==> src/rtl/unidade_controle_jogo_if.sv <==
// Control/status bundle between the game FSM (slave side) and the datapath/board (master side).
interface unidade_controle_jogo_if;
  logic       iniciar;
  logic       nivel;
  logic       tem_jogada;
  logic       acertouJogada;
  logic       fimS;
  logic       timeout;

  logic       zeraT;
  logic       zeraS;
  logic       contaS;
  logic       zeraR;
  logic       registraR;
  logic       zeraA;
  logic       registraA;
  logic       zeraL;
  logic       registraL;
  logic       zeraN;
  logic       registraN;

  logic       pronto;
  logic       ganhou;
  logic       perdeu;
  logic       db_timeout;
  logic [3:0] db_estado;

  modport slave (
    input  iniciar, nivel, tem_jogada, acertouJogada, fimS, timeout,
    output zeraT, zeraS, contaS, zeraR, registraR, zeraA, registraA,
           zeraL, registraL, zeraN, registraN,
           pronto, ganhou, perdeu, db_timeout, db_estado
  );

  modport master (
    output iniciar, nivel, tem_jogada, acertouJogada, fimS, timeout,
    input  zeraT, zeraS, contaS, zeraR, registraR, zeraA, registraA,
           zeraL, registraL, zeraN, registraN,
           pronto, ganhou, perdeu, db_timeout, db_estado
  );
endinterface

==> src/rtl/unidade_controle_jogo.sv <==
// Moore control FSM for the memory game: sequences LED display, play capture,
// comparison and the three end-of-game outcomes.
module unidade_controle_jogo #(
  parameter logic NIVEL_TIMEOUT = 1'b1
) (
  input  logic                    clock,
  input  logic                    reset,
  unidade_controle_jogo_if.slave  bus
);

  typedef enum logic [3:0] {
    INICIAL       = 4'd0,
    PREPARACAO    = 4'd1,
    MOSTRA_LED    = 4'd2,
    ESPERA_JOGADA = 4'd3,
    REGISTRA      = 4'd4,
    COMPARACAO    = 4'd5,
    PROXIMA       = 4'd6,
    FIM_ACERTO    = 4'd7,
    FIM_ERRO      = 4'd8,
    FIM_TIMEOUT   = 4'd9
  } estado_t;

  estado_t estado_q, estado_d;
  logic    nivel_q, nivel_d;

  always_ff @(posedge clock) begin
    if (reset) begin
      estado_q <= INICIAL;
      nivel_q  <= 1'b0;
    end else begin
      estado_q <= estado_d;
      nivel_q  <= nivel_d;
    end
  end

  // Outputs depend on estado_q only; inputs affect nothing but estado_d/nivel_d.
  always_comb begin
    estado_d       = estado_q;
    nivel_d        = nivel_q;
    bus.zeraT      = 1'b0;
    bus.zeraS      = 1'b0;
    bus.contaS     = 1'b0;
    bus.zeraR      = 1'b0;
    bus.registraR  = 1'b0;
    bus.zeraA      = 1'b0;
    bus.registraA  = 1'b0;
    bus.zeraL      = 1'b0;
    bus.registraL  = 1'b0;
    bus.zeraN      = 1'b0;
    bus.registraN  = 1'b0;
    bus.pronto     = 1'b0;
    bus.ganhou     = 1'b0;
    bus.perdeu     = 1'b0;
    bus.db_timeout = 1'b0;

    case (estado_q)
      INICIAL: begin
        bus.zeraN = 1'b1;
        if (bus.iniciar) estado_d = PREPARACAO;
      end
      PREPARACAO: begin
        bus.zeraS     = 1'b1;
        bus.zeraR     = 1'b1;
        bus.zeraA     = 1'b1;
        bus.zeraL     = 1'b1;
        bus.zeraT     = 1'b1;
        bus.registraN = 1'b1;
        nivel_d       = bus.nivel;
        estado_d      = MOSTRA_LED;
      end
      MOSTRA_LED: begin
        bus.registraL = 1'b1;
        bus.zeraT     = 1'b1;
        bus.zeraR     = 1'b1;
        estado_d      = ESPERA_JOGADA;
      end
      ESPERA_JOGADA: begin
        // A play arriving together with a timeout still counts.
        if (bus.tem_jogada)
          estado_d = REGISTRA;
        else if (bus.timeout && (nivel_q == NIVEL_TIMEOUT))
          estado_d = FIM_TIMEOUT;
      end
      REGISTRA: begin
        bus.registraR = 1'b1;
        estado_d      = COMPARACAO;
      end
      COMPARACAO: begin
        if (!bus.acertouJogada)
          estado_d = FIM_ERRO;
        else if (bus.fimS)
          estado_d = FIM_ACERTO;
        else
          estado_d = PROXIMA;
      end
      PROXIMA: begin
        bus.contaS    = 1'b1;
        bus.registraA = 1'b1;
        estado_d      = MOSTRA_LED;
      end
      FIM_ACERTO: begin
        bus.pronto = 1'b1;
        bus.ganhou = 1'b1;
        if (bus.iniciar) estado_d = PREPARACAO;
      end
      FIM_ERRO: begin
        bus.pronto = 1'b1;
        bus.perdeu = 1'b1;
        if (bus.iniciar) estado_d = PREPARACAO;
      end
      FIM_TIMEOUT: begin
        bus.pronto     = 1'b1;
        bus.perdeu     = 1'b1;
        bus.db_timeout = 1'b1;
        if (bus.iniciar) estado_d = PREPARACAO;
      end
      default: estado_d = INICIAL;
    endcase
  end

  assign bus.db_estado = estado_q;

endmodule

==> src/flat_wrapper.sv <==
// flat-port wrapper written by rule: the top's interface ports become plain ports
module unidade_controle_jogo_flat 
#(
  parameter logic NIVEL_TIMEOUT = 1'b1
)
  (clock, reset, bus_iniciar, bus_nivel, bus_tem_jogada, bus_acertouJogada, bus_fimS, bus_timeout, bus_zeraT, bus_zeraS, bus_contaS, bus_zeraR, bus_registraR, bus_zeraA, bus_registraA, bus_zeraL, bus_registraL, bus_zeraN, bus_registraN, bus_pronto, bus_ganhou, bus_perdeu, bus_db_timeout, bus_db_estado);
  unidade_controle_jogo_if bus_i ();
  input  logic clock;
  input  logic reset;
  input wire logic [$bits(bus_i.iniciar)-1:0] bus_iniciar;
  input wire logic [$bits(bus_i.nivel)-1:0] bus_nivel;
  input wire logic [$bits(bus_i.tem_jogada)-1:0] bus_tem_jogada;
  input wire logic [$bits(bus_i.acertouJogada)-1:0] bus_acertouJogada;
  input wire logic [$bits(bus_i.fimS)-1:0] bus_fimS;
  input wire logic [$bits(bus_i.timeout)-1:0] bus_timeout;
  output wire logic [$bits(bus_i.zeraT)-1:0] bus_zeraT;
  output wire logic [$bits(bus_i.zeraS)-1:0] bus_zeraS;
  output wire logic [$bits(bus_i.contaS)-1:0] bus_contaS;
  output wire logic [$bits(bus_i.zeraR)-1:0] bus_zeraR;
  output wire logic [$bits(bus_i.registraR)-1:0] bus_registraR;
  output wire logic [$bits(bus_i.zeraA)-1:0] bus_zeraA;
  output wire logic [$bits(bus_i.registraA)-1:0] bus_registraA;
  output wire logic [$bits(bus_i.zeraL)-1:0] bus_zeraL;
  output wire logic [$bits(bus_i.registraL)-1:0] bus_registraL;
  output wire logic [$bits(bus_i.zeraN)-1:0] bus_zeraN;
  output wire logic [$bits(bus_i.registraN)-1:0] bus_registraN;
  output wire logic [$bits(bus_i.pronto)-1:0] bus_pronto;
  output wire logic [$bits(bus_i.ganhou)-1:0] bus_ganhou;
  output wire logic [$bits(bus_i.perdeu)-1:0] bus_perdeu;
  output wire logic [$bits(bus_i.db_timeout)-1:0] bus_db_timeout;
  output wire logic [$bits(bus_i.db_estado)-1:0] bus_db_estado;
  assign bus_i.iniciar = bus_iniciar;
  assign bus_i.nivel = bus_nivel;
  assign bus_i.tem_jogada = bus_tem_jogada;
  assign bus_i.acertouJogada = bus_acertouJogada;
  assign bus_i.fimS = bus_fimS;
  assign bus_i.timeout = bus_timeout;
  assign bus_zeraT = bus_i.zeraT;
  assign bus_zeraS = bus_i.zeraS;
  assign bus_contaS = bus_i.contaS;
  assign bus_zeraR = bus_i.zeraR;
  assign bus_registraR = bus_i.registraR;
  assign bus_zeraA = bus_i.zeraA;
  assign bus_registraA = bus_i.registraA;
  assign bus_zeraL = bus_i.zeraL;
  assign bus_registraL = bus_i.registraL;
  assign bus_zeraN = bus_i.zeraN;
  assign bus_registraN = bus_i.registraN;
  assign bus_pronto = bus_i.pronto;
  assign bus_ganhou = bus_i.ganhou;
  assign bus_perdeu = bus_i.perdeu;
  assign bus_db_timeout = bus_i.db_timeout;
  assign bus_db_estado = bus_i.db_estado;
  unidade_controle_jogo #(.NIVEL_TIMEOUT(NIVEL_TIMEOUT)) u_core (.clock(clock), .reset(reset), .bus(bus_i));
endmodule
==> config.mk <==
export PLATFORM = sky130hd
export DESIGN_NAME = unidade_controle_jogo_flat
export DESIGN_NICKNAME = d
export VERILOG_FILES = /design/src/rtl/unidade_controle_jogo_if.sv /design/src/rtl/unidade_controle_jogo.sv /design/src/flat_wrapper.sv
export SDC_FILE = /design/constraint.sdc
export NUM_CORES = 1
export LEC_CHECK = 0
export ABC_AREA = 1
export ABC_CLOCK_PERIOD_IN_PS = 1800
export CAP_MARGIN = 10
export CORE_AREA = 2 2 39 41
export DETAILED_ROUTE_END_ITERATION = 10
export DIE_AREA = 0 0 41 43
export PLACE_DENSITY = 0.73
export SYNTH_ARGS = -nofsm -noshare
export SYNTH_HDL_FRONTEND = slang
export SYNTH_SLANG_ARGS = --single-unit
==> constraint.sdc <==
create_clock -name clock -period 1.8 [get_ports clock]
set_clock_uncertainty 0.2 [all_clocks]
set_input_delay 0.45 -clock clock [delete_from_list [all_inputs] [get_ports clock]]
set_output_delay 0.45 -clock clock [all_outputs]
set_load 0.005 [all_outputs]
==> results of run 1 <==
==> power by group <==
group | internal [mW] | switching, mW
clock | 0.0843 | 0.0541
combinational | 0.696 | 0.520
sequential | 0.144 | 0.0443
total | 0.925 | 0.619
==> cell families (layout without fill, tap and decap cells) <==
family                 count (synthesis)  in the layout  share of synthesized area [%]
buffers and inverters                 21             82                          22.82
DFF                                    5              5                          22.54
AOI/OAI and AO/OA                      7              7                          8.731
and+or+nand+nor                       45             45                          45.92
==> cell usage after synthesis <==
cell type	number	area, um2
nand2_1	22	82.58
nor4_1	1	6.260
nand3_2	2	20.02
nor3_1	2	10.01
inv_1	12	45.04
inv_2	3	11.26
nand2_2	3	18.77
nand3_1	2	10.01
o21ai_0	1	5.000
nor2_1	10	37.54
a21oi_2	1	8.760
dfxtp_1	5	100.1
buf_4	6	45.04
a21oi_1	5	25.02
nor2_2	3	18.77
==> metal layers <==
| metal | vias to the layer above | GRT usage [%] |
|---|---|---|
| li1 | 353 | - |
| met1 | 377 | 26.62 |
| met2 | 38 | 39.69 |
| met3 | 16 | 3.141 |
| met4 | 0 | 16.67 |
| met5 | - | 0 |
==> cell type report <==
cell class | count | area, um2
timing repair buffer | 63 | 566.8
multi-input combinational | 52 | 346.6
fill | 73 | 247.7
sequential | 5 | 112.6
inverter | 15 | 63.81
clock buffer | 4 | 26.28
tap | 16 | 20.02
==> stage by stage <==
step / setup slack [ps] / power, mW
global placement: -150.3 / 0.7894
finish: -141.2 / 1.544
floorplan: 233.2 / 0.4733
detailed placement: -161.1 / 0.8013
global route: -173.4 / 1.617
CTS: -186.1 / 1.148
==> path summary, 6_finish.rpt <==
check / start / endpoint / cells past startpoint
setup / recovery: u_core.bus.db_estado[2] / bus_registraR / 8
hold / removal: u_core.nivel_q / u_core.nivel_q / 2
setup reg to reg: u_core.bus.db_estado[2] / u_core.bus.db_estado[3] / 10
hold reg to reg: u_core.nivel_q / u_core.nivel_q / 2
==> flip-flops by register name, indices dropped and copies added, names as in the netlist <==
register	flops
u_core.bus.db_estado	4
u_core.nivel_q	1
==> repair_timing <==
item / in CTS / in global routing
cloned: 0 / 0
gates resized for setup: 65 / 50
setup buffers: 21 / 5
endpoints found under the setup margin: 19 / 16
pin swaps: 7 / 9
==> worst register-to-register path: stages (launching register included) <==
cell and delay (ps):
dfxtp_4 370, buf_6 110, buf_6 110, inv_4 30, nor2_4 100, buf_6 120
buf_4 100, nand2_1 110, o21ai_0 220, nand3_1 110, a21oi_1 140
==> results.md, run 1 <==
- Setup crit start kind: flop
- CTS root buf: clkbuf_4
- Finished Cell Area: 0.001136 mm2
- RSZ-0062 raised after global routing: yes
- Delay-heaviest family, CP: buffers and inverters
- Share of cells above drive strength 1: 63.31%
- CP Data Required Time: 1150 ps
- Hold buffer count at cts: 0
- Initial antenna violation count: 0
- Antenna Nets Post-Route: 0
- Layout Nets: 148
- Final cycle utilization of the critical path: 107.8%
- H-tree Lvls: 1
- Met3 wire length: 110 um
- Yosys warning count: 0
- Inst Count DP: 126
- Vias in the first global route: 684
- Final global-route overflow total: 0
- Detailed-route DRC error count: 0
- Worst Setup End Kind: output pin
- Initial Util: 32.10%
- Worst slew pin tran: 275.7 ps
- WL met2: 1280 um
- Mean post-synth cell area: 5.695 um2
- Final Hold Fails: 0
- Clk Latency, worst-skew pair: 250 ps
- Crit path largest cell delay: 370 ps
- Final WS setup: -141.2 ps
- Max-slew violations: 0
- CP cell instances: buf_6 > buf_6 > inv_4 > nor2_4 > buf_6 > nand2_4 > inv_2 > buf_6
- Layout Utilization: 82.10%
- Commonest non-fill, non-tap cell in the layout: buf_6
- Mapped Nets: 86
- Die area: 0.001763 mm2
- Leak: 0.6289 nW
- Clk buf depth: 2
- Die Width: 41 um
- Power per cell area: 1359 mW/mm2
- Final setup violating endpoints: 11
- Min Tclk post-route: 1941 ps
- Pre-Repair DR Iteration Count: 4
- Row count: 14
- Top layer in use: met4
- Setup slack, reg-to-reg: -10 ps
- Largest net degree at the start of global routing: 7
- Final Wtd Congestion: 0.7525
- Worst path most repeated cell: buf_6
- Crit Path Class: flop to output pin
- Failing checks: negative setup slack
- Setup TNS: -788.2 ps
- Mapped Cells: 78
- Max cap viols: 0
- Hold WC Path Type: flop to flop
- Commonest non-fill, non-tap cells in the layout: buf_6 (23), buf_4 (20), nand2_1 (17), inv_1 (8), clkdlybuf4s50_1 (7)
- Drt first-iter violations: 28
- Port bufs: 26
- Final HPWL DP: 1002 um
- WP data arrival: 1290 ps
- Total wire length: 2536 um
- CP Max Fanout: 3
- Chip height: 43 um
- Clk sinks: 5
- Status: complete, but fails checks
- Via/cell ratio: 5.058
- Worst VDD drop: 0.0007228 V
- Worst Path Buf+Inv: 6
- Met1 wire length: 979 um
- Seq cells post-synth: 5
- First-pass GRT wire length: 2870 um
- CTS tree: yes
- Post-synthesis cell area: 444.2 um2
- Clock-pin transition on the worst setup and hold timing paths: 50 ps
- Area Growth Syn to Fin: 155.8%
- Cell variety after synth: 15
- F_max: 515.1 MHz
- CTS buffer count: 3
- GR Util All Layers: 24.17%
- Placed Area: 769.5 um2
- Slowest-stage cell, CP: dfxtp_4
- Ports: 27
- Final hold slack: 265.1 ps
- Via count: 784
- Routed wire per std cell: 16.36 um
- N_diodes: 0
- Post-route insts no fill: 155
- Core Box Area: 0.001384 mm2
- Sequential fraction of the synthesis area: 22.54%
- Slew HR: 81.55%
(Power assumes the default switching activity.)
==> run 2: changes to the inputs <==
--- a/config.mk
+++ b/config.mk
@@ -15,3 +15,4 @@
 export SYNTH_ARGS = -nofsm -noshare
 export SYNTH_HDL_FRONTEND = slang
 export SYNTH_SLANG_ARGS = --single-unit
+export TNS_END_PERCENT = 50
==> run 2 against run 1 <==
The run still ends with negative setup slack left. Hold slack improved by 1.4 ps. Via count decreased by 7.1%. Global-route usage decreased by 0.95 points. Critical endpoint is now u_core.bus.db_estado[1]. Largest power group unchanged.
==> results.md, run 2 (synthesized netlist as in run 1, its figures left out) <==
- Core Box Area: 0.001384 mm2 (unchanged)
- Clk Latency, worst-skew pair: 240 ps (about the same)
- Min Tclk post-route: 2030 ps (+88.93 ps)
- Setup crit start kind: flop
- Status: complete, but fails checks
- CP Max Fanout: 8 (+5)
- Crit Path Class: flop to flop
- Post-route insts no fill: 153 (-1.3%)
- Clk buf depth: 2 (unchanged)
- WP data arrival: 1950 ps (+660 ps)
- Vias in the first global route: 642 (-6.1%)
- Ports: 27 (unchanged)
- Final Hold Fails: 0 (unchanged)
- Reg2reg path depth: 12 (+2)
- Clock power share: 9.9% (+0.9 points)
- F_max: 492.6 MHz (-4.4%)
- Max-slew violations: 0 (unchanged)
- Final HPWL DP: 1002 um (unchanged)
- Via/cell ratio: 4.758 (-5.9%)
- CTS buffer count: 3 (unchanged)
- Total power draw: 1.330 mW (-14%)
- H-tree Lvls: 1 (unchanged)
- Worst slew pin tran: 230.8 ps (-44.83 ps)
- Share of cells above drive strength 1: 57.66% (-5.6 points)
- Setup slack, reg-to-reg: -230 ps (-220 ps)
- RSZ-0062 raised after global routing: yes
- First-pass GRT wire length: 2739 um (-4.6%)
- Port bufs: 26 (unchanged)
- Layout Utilization: 75.14% (-7.0 points)
- CTS tree: yes
- Pre-Repair DR Iteration Count: 4 (unchanged)
- FF-to-FF Start: u_core.bus.db_estado[1]
- Initial antenna violation count: 0 (unchanged)
- Row count: 14 (unchanged)
- Worst VDD drop: 0.0006197 V (-14%)
- Die area: 0.001763 mm2 (unchanged)
- GR Util All Layers: 23.22% (-0.95 points)
- CTS root buf: clkbuf_4
- Post-Place Worst Slack: -161.1 ps (unchanged)
- Sequential share of power: 14.5% (+2.3 points)
- Total wire length: 2042 um (-19%)
- Largest register FFs: 4 (unchanged)
- Commonest non-fill, non-tap cells in the layout: buf_4 (30), nand2_1 (18), inv_1 (8), clkdlybuf4s50_1 (8), buf_2 (7)
- Finished Cell Area: 0.001040 mm2 (-8.5%)
- Final Wtd Congestion: 0.7525 (unchanged)
- Sw Pwr: 0.5326 mW (-14%)
- Area Growth Syn to Fin: 134.1%
- Worst Setup End Kind: flop
- Combinational group share of total power: 75.6% (-3.2 points)
- Power per cell area: 1280 mW/mm2 (-5.8%)
- Worst reg2reg endpoint: u_core.bus.db_estado[1]
- Pint: 0.7978 mW (-14%)
- Hold WC Path Type: flop to flop
- Final global-route overflow total: 0 (unchanged)
- Largest net degree at the start of global routing: 9 (+2)
- Die Width: 41 um (unchanged)
- Final cycle utilization of the critical path: 112.8% (+4.9 points)
- Clk sinks: 5 (unchanged)
- Detailed-route DRC error count: 0 (unchanged)
- Final setup violating endpoints: 14 (+3)
- Final WS setup: -230.2 ps (-88.93 ps)
- Initial Util: 32.10% (unchanged)
- CP endpoint: u_core.bus.db_estado[1]
- N_diodes: 0 (unchanged)
- Failing checks: negative setup slack
- Routed wire per std cell: 13.35 um (-18%)
- CP Data Required Time: 1720 ps (+570 ps)
- Antenna Nets Post-Route: 0 (unchanged)
- Layout Nets: 146 (-1.4%)
- Via count: 728 (-7.1%)
- CP Launch Point: u_core.bus.db_estado[1]
- Inst Count DP: 126 (unchanged)
- Slew HR: 84.49% (+2.9 points)
- Placed Area: 769.5 um2 (unchanged)
- Leak: 0.5995 nW (-4.7%)
- Max cap viols: 0 (unchanged)
- Commonest non-fill, non-tap cell in the layout: buf_4
- Chip height: 43 um (unchanged)
- Clock-pin transition on the worst setup and hold timing paths: 50 ps (about the same)
- Sw Ratio: 40.03% (-0.055 points)
- Drt first-iter violations: 7 (-75%)
run 2: cell count changes in the layout (fill, tap and decap cells not counted), moves of 2 or more:
cell           change
buf_2              +3
clkbuf_2           -2
buf_4             +10
buf_6             -17
nand2_4            -2
dlygate4sd2_1      +2
run 2: metal layers:
metal	up-vias	GRT usage (%)	share of wire (%)
met4	0	17.33	6.7
met5	-	0	0
met1	336	23.55	36
li1	350	-	-
met2	30	39.38	52
met3	12	3.141	4.4
run 2: power groups by stage:
stage                     clock network, mW  logic (mW)  registers, mW
after floorplan                           0       0.309          0.164
after global placement                    0       0.622          0.167
after detailed placement                  0       0.633          0.168
after CTS                             0.135       0.812          0.182
after global routing                  0.143        1.07          0.194
final                                 0.132        1.01          0.192
run 2: worst max-delay path, cell delays in order, from the launching register on:
cell and delay [ps]:
dfxtp_4 420, nor2_4 50, nand2_2 70, nand2_2 60, buf_4 140, buf_4 130, buf_4 120, buf_4 120
buf_4 130, buf_4 120, buf_4 130, nor3_4 120, a21oi_1 90
run 2: area by class of cell:
cell class	instances	area (um2)
clock buffer	4	26.28
fill	96	344.1
inverter	15	63.81
multi-input combinational	52	324.1
sequential	5	112.6
tap	16	20.02
timing repair buffer	61	493.0
run 2: repair_timing:
item	in CTS	in global routing
endpoints found under the setup margin	19	17
gates cloned	0	0
pin swaps	8	4
buffers inserted	17	6
resized for setup	61	24
hold buffers	0	0
run 2: worst min path at each step:
stage	start	to	slack, ps	depth (start not counted)
after floorplan	u_core.nivel_q	u_core.nivel_q	240	2
after global placement	u_core.nivel_q	u_core.nivel_q	260	2
after detailed placement	u_core.nivel_q	u_core.nivel_q	270	2
after CTS	u_core.nivel_q	u_core.nivel_q	270	2
after global routing	u_core.nivel_q	u_core.nivel_q	280	2
final	u_core.nivel_q	u_core.nivel_q	270	2
run 2: stage by stage:
stage          hold slack, ps  setup TNS, ps
2_1_floorplan           238.7              0
3_3_place_gp            256.0          -1529
3_5_place_dp            265.3          -1833
4_1_cts                 268.9         -607.5
5_1_grt                 278.8          -2085
6_report                266.5          -1318
